File: config.mk
export PLATFORM = sky130hd
export DESIGN_NAME = seq_mag_cmp
export DESIGN_NICKNAME = d
export VERILOG_FILES = /design/src/rtl/seq_mag_cmp_pkg.sv /design/src/rtl/seq_mag_cmp_cmp2.sv /design/src/rtl/seq_mag_cmp.sv
export SDC_FILE = /design/constraint.sdc
export NUM_CORES = 1
export LEC_CHECK = 0
export CAP_MARGIN = 25
export CORE_ASPECT_RATIO = 1.75
export CORE_MARGIN = 2
export CORE_UTILIZATION = 35
export CTS_CLUSTER_SIZE = 16
export DETAILED_ROUTE_END_ITERATION = 8
export GPL_TIMING_DRIVEN = 0
export PLACE_DENSITY_LB_ADDON = 0.08
export SYNTH_ARGS = -nofsm -noshare
export SYNTH_HDL_FRONTEND = slang
export SYNTH_HIERARCHICAL = 1
export SYNTH_SLANG_ARGS = --single-unit
File: constraint.sdc
create_clock -name clk -period 4.4 [get_ports clk]
set_clock_uncertainty 0.1 [all_clocks]
set_input_delay 0.88 -clock clk [delete_from_list [all_inputs] [get_ports clk]]
set_output_delay 0.88 -clock clk [all_outputs]
set_load 0.05 [all_outputs]
File: src/rtl/seq_mag_cmp_pkg.sv
// Shared definitions for the sequential magnitude comparator.
// Holds the controller state encoding and the slice width the datapath walks in.
// Latency/backpressure: n/a (types and constants only).
package seq_mag_cmp_pkg;

    // Slice width consumed per RUN cycle.
    localparam int SLICE_W = 2;

    typedef enum logic [1:0] {
        IDLE = 2'd0,
        RUN  = 2'd1,
        DONE = 2'd2
    } state_t;

endpackage

File: src/rtl/seq_mag_cmp_cmp2.sv
// Combinational 2-bit unsigned comparator stage: reports slice equality and a > b.
// Latency: zero cycles (pure combinational).
// Backpressure: none; outputs follow the inputs continuously.
// Ports: a_i/b_i slice operands; eq_o = (a_i == b_i); gt_o = (a_i > b_i).
module seq_mag_cmp_cmp2
    import seq_mag_cmp_pkg::*;
(
    input  logic [SLICE_W-1:0] a_i,
    input  logic [SLICE_W-1:0] b_i,
    output logic               eq_o,
    output logic               gt_o
);

    assign eq_o = (a_i == b_i);
    assign gt_o = (a_i > b_i);

endmodule

File: src/rtl/seq_mag_cmp.sv
// Multi-cycle unsigned magnitude comparator walking operands MSB-first, 2 bits per cycle.
// Latency: done pulses the cycle after the deciding slice's edge (1..WIDTH/2 edges after start).
// Backpressure: start is only sampled in IDLE; requests during RUN/DONE are dropped, not queued.
// Ports: clk, rst (async, active-high); start/A/B request + operands; busy (state != IDLE);
//        done (1-cycle result pulse); EQ/GT/LT registered relation; slices = slices examined.
module seq_mag_cmp
    import seq_mag_cmp_pkg::*;
#(
    parameter int WIDTH = 8
) (
    input  logic                       clk,
    input  logic                       rst,
    input  logic                       start,
    input  logic [WIDTH-1:0]           A,
    input  logic [WIDTH-1:0]           B,
    output logic                       busy,
    output logic                       done,
    output logic                       EQ,
    output logic                       GT,
    output logic                       LT,
    output logic [$clog2(WIDTH/2):0]   slices
);

    localparam int NSL  = WIDTH / SLICE_W;
    localparam int IDXW = (NSL > 1) ? $clog2(NSL) : 1;
    localparam int SLW  = $clog2(NSL) + 1;

    generate
        if ((WIDTH % 2) != 0 || WIDTH < 2) begin : g_bad_width
            $error("seq_mag_cmp: WIDTH must be even and >= 2");
        end
    endgenerate

    state_t            state_q, state_d;
    logic [WIDTH-1:0]  ra_q, ra_d;
    logic [WIDTH-1:0]  rb_q, rb_d;
    logic [IDXW-1:0]   idx_q, idx_d;
    logic              eq_q, eq_d;
    logic              gt_q, gt_d;
    logic              lt_q, lt_d;
    logic [SLW-1:0]    slices_q, slices_d;

    logic [SLICE_W-1:0] sl_a, sl_b;
    logic               sl_eq, sl_gt;
    logic [SLW-1:0]     slices_now;

    // Current slice: bit offset is idx*2, formed by appending a zero bit.
    assign sl_a = ra_q[{idx_q, 1'b0} +: SLICE_W];
    assign sl_b = rb_q[{idx_q, 1'b0} +: SLICE_W];

    seq_mag_cmp_cmp2 u_cmp2 (
        .a_i  (sl_a),
        .b_i  (sl_b),
        .eq_o (sl_eq),
        .gt_o (sl_gt)
    );

    // Slices examined so far, counting the current one: WIDTH/2 - idx.
    assign slices_now = SLW'(NSL) - SLW'(idx_q);

    always_ff @(posedge clk or posedge rst) begin
        if (rst) begin
            state_q  <= IDLE;
            ra_q     <= '0;
            rb_q     <= '0;
            idx_q    <= '0;
            eq_q     <= 1'b0;
            gt_q     <= 1'b0;
            lt_q     <= 1'b0;
            slices_q <= '0;
        end else begin
            state_q  <= state_d;
            ra_q     <= ra_d;
            rb_q     <= rb_d;
            idx_q    <= idx_d;
            eq_q     <= eq_d;
            gt_q     <= gt_d;
            lt_q     <= lt_d;
            slices_q <= slices_d;
        end
    end

    always_comb begin
        state_d  = state_q;
        ra_d     = ra_q;
        rb_d     = rb_q;
        idx_d    = idx_q;
        eq_d     = eq_q;
        gt_d     = gt_q;
        lt_d     = lt_q;
        slices_d = slices_q;

        unique case (state_q)
            IDLE: begin
                if (start) begin
                    ra_d     = A;
                    rb_d     = B;
                    idx_d    = IDXW'(NSL - 1);
                    eq_d     = 1'b0;
                    gt_d     = 1'b0;
                    lt_d     = 1'b0;
                    slices_d = '0;
                    state_d  = RUN;
                end
            end
            RUN: begin
                if (!sl_eq) begin
                    // First unequal slice settles the relation; LT is neither EQ nor GT.
                    gt_d     = sl_gt;
                    lt_d     = ~sl_eq & ~sl_gt;
                    slices_d = slices_now;
                    state_d  = DONE;
                end else if (idx_q == '0) begin
                    eq_d     = 1'b1;
                    slices_d = slices_now;
                    state_d  = DONE;
                end else begin
                    idx_d = idx_q - IDXW'(1);
                end
            end
            DONE: begin
                state_d = IDLE;
            end
            default: begin
                state_d = IDLE;
            end
        endcase
    end

    assign busy   = (state_q != IDLE);
    assign done   = (state_q == DONE);
    assign EQ     = eq_q;
    assign GT     = gt_q;
    assign LT     = lt_q;
    assign slices = slices_q;

endmodule

==> results.md <==
- Dividing total power by cell area gives a power density of 695 mW/mm^2.
- The total of hold buffers inserted after clock tree synthesis is 0.
- Along the worst path, the maximum fanout reaches 10.
- TritonCTS built the clock tree.
- The number of storage elements in the synthesis netlist is 26.
- The netlist uses 28 different library cells.
- Dividing the detail-routed via count by the number of cells gives 4.98.
- The worst setup path is of the flop to output port kind.
- The number of detailed-route iterations in the first pass is 4.
- The number of diodes is 0.
- The average detailed-routed wire length per instance is 14.0 um.
- The count of buffers added by post-CTS timing repair for setup is 0.
- The tool flagged a number of max-cap violations equal to 0.
- The number of inserted filler cells in the final layout is 335.
- Across all layers, the routed design uses 846 vias.
- In this run the cell area of the synthesized design comes to 0.00130 sq mm.
- The die outline height is 84.5 um.
- The post-route netlist has 25.0% of its cells at a drive strength greater than 1.
- Clock-pin slew was measured on the worst setup and hold paths at 0.09 ns.
- Setup repair after global routing left no endpoint under its margin.
- The violation count after the first detailed-routing iteration is 20.
- The most used flip-flop cell after synthesis is sky130_fd_sc_hd__dfrtp_1.
- The data required time of the worst path is 3.42 ns.
- Timing would allow up to 0.358 GHz.
- The global-route wire length before repair is 4160 um.
- The core area is 0.00359 sq mm.
- For this run, design rule violations remaining after detail routing come to 0.
- 27 I/O pins were placed.
- The final count of pins violating max slew is 0.
- The final worst-path cycle share is 63.4%.
- The number of antenna violations at the first check in global routing was 0.
- In this run the number of H-tree levels came out at 1.
- The wire-length estimate of the detail-placed layout is 1820 um.
- The via count of the first global-routing pass is 915.
- The synthesized instance count is 94.
- STA puts the critical path data arrival time at 1.81 ns.
- The number of hold violations in the final report is 0.
- The number of flops mapped to enable cells by yosys is 0.
- The total global routing overflow is 0.
- The post-layout instance count excluding filler cells is 170.
- The flow ran to the end, and the final reports show no timing, DRC or antenna violations.
- The post-cts sizing count is 0.
- Setup violations remaining at the end of the flow were counted as 0.
- The portion of the post-synthesis area used by sequential elements is 50.1%.
- The floorplan has 29 rows.
- Once detail routing completed, the nets flagged for antenna violations numbered 0.
- The total routing usage reported by global routing is 12.9%.
- The worst min-delay path class is flop to flop.
- The routability-driven placement congestion ratio is 0.822.
- At the later pin of the worst-skew pair, clock insertion delay measures 0.27 ns.
- The mean area per synthesized cell is 13.8 sq um.
- The largest net degree at the start of global routing is 27.
- The standby leakage power is 0.742 nW.
- The total of warnings raised by yosys is 6.
- The synthesized net count is 117.
- The total number of clock tree sinks is 26.
- The routed wire length is 2390 um.
- The kind of start point of the critical path is a flop.
- The capturing element type of the critical path is an output port.
- The clock period minus worst slack is 2.79 ns.
- The slew of the pin with the lowest slew margin is 0.604 ns.
- Including well taps, the total number of placed cells is 166.
- The signed area change from the synthesized netlist to the final layout is 29.8%.
- For this run, asynchronously set or reset flops after synthesis account for 100%.
- The worst-case IR drop observed on VDD is 0.315 mV.
- In this run the tightest slew margin relative to its limit is 59.7%.
- For this configuration, the core starts out at a cell density of 36.1%.
- The die extent in x is 50.0 um.
- The floorplan step defined a die boundary enclosing 0.00423 sq mm.
- Clock tree synthesis inserted a total of 3 buffers.
- The cell sitting at the root of the clock tree is a sky130_fd_sc_hd__clkbuf_8.
- Buffers placed on the I/O ports in this run total 26.
- The net count of the finished layout is 149.
- The clock passes through at most 2 buffers.
- The top cell types in the final layout, fill and taps aside, are sky130_fd_sc_hd__dfrtp_1, sky130_fd_sc_hd__clkdlybuf4s50_1, sky130_fd_sc_hd__mux2_2, sky130_fd_sc_hd__mux2_1, sky130_fd_sc_hd__inv_1.
- For the final routed database, the setup TNS stands at 0 ns.
critical path, cell delays in order, from the launching register on:
cell	delay (ns)
sky130_fd_sc_hd__dfrtp_1	0.39
sky130_fd_sc_hd__buf_2	0.18
sky130_fd_sc_hd__or2_2	0.28
sky130_fd_sc_hd__clkdlybuf4s50_1	0.70
layer usage:
metal,routed length (um),track usage (%)
met2,1380,23.6
met5,0,0
met3,73,2.14
met1,915,13.9
met4,23,6.06
stage by stage:
stage	instance area, sq um	power [mW]	setup WS [ns]	util (%)	hold WS, ns
3_5_place_dp	1620	1.05	1.89	45.0	0.374
5_1_grt	1680	1.27	1.53	46.9	0.417
3_3_place_gp	1620	1.03	1.91	45.0	0.367
4_1_cts	1660	1.19	1.59	46.1	0.395
6_report	1680	1.17	1.61	46.9	0.397
2_1_floorplan	1300	0.896	2.14	-	0.352
layout make-up:
class | instances | area (sq um) | share of cell area [%]
repair buffers | 27 | 288 | 17.1
plain buffers | 4 | 25.0 | 1.49
well taps | 46 | 57.6 | 3.42
flip-flops and latches | 26 | 651 | 38.6
clock buffers | 3 | 41.3 | 2.45
multi-input cells | 58 | 599 | 35.6
inverters | 6 | 22.5 | 1.34
state kept, by name, summed over array words and instances (netlist names):
signal	flops
rb_q	8
LT	1
state_q	2
ra_q	8
idx_q	2
EQ	1
GT	1
slices	3
synth_stat cells (2+ instances only):
cell	instances	share of area (%)
sky130_fd_sc_hd__a21oi_1	2	0.77
sky130_fd_sc_hd__a22o_1	5	3.4
sky130_fd_sc_hd__a22o_2	2	1.5
sky130_fd_sc_hd__a22oi_1	2	1.2
sky130_fd_sc_hd__buf_2	2	0.77
sky130_fd_sc_hd__dfrtp_1	26	50
sky130_fd_sc_hd__ha_1	4	3.9
sky130_fd_sc_hd__inv_1	6	1.7
sky130_fd_sc_hd__mux2_1	10	8.7
sky130_fd_sc_hd__mux2_2	10	8.7
sky130_fd_sc_hd__mux4_2	4	6.9
sky130_fd_sc_hd__nor2_1	2	0.58
sky130_fd_sc_hd__nor2b_1	4	1.9
logic make-up (layout without fill, tap and decap cells):
logic type,after synthesis,in the layout,share of synthesized area (%)
fa+ha+maj,4,4,3.86
simple gates,15,15,8.78
mux,24,24,24.3
flops,26,26,50.1
buf+inv,10,40,3.66
compound gates,15,15,9.26
worst paths after layout:
check,from,end,depth (start not counted),slack [ns]
setup / recovery,state_q[1],busy,3,1.61
hold / removal,rb_q[1],rb_q[1],1,0.40
setup reg to reg,idx_q[0],slices[1],8,1.98
hold reg to reg,rb_q[1],rb_q[1],1,0.40
max in group asynchronous,rst,slices[1],3,3.02
min in group asynchronous,rst,ra_q[5],2,0.77
report_power, final:
part           switching (mW)  leakage [nW]  internal [mW]
Sequential             0.0533         0.313          0.339
Combinational           0.314         0.408          0.331
Clock                  0.0729        0.0216         0.0613
(Power assumes the default switching activity.)
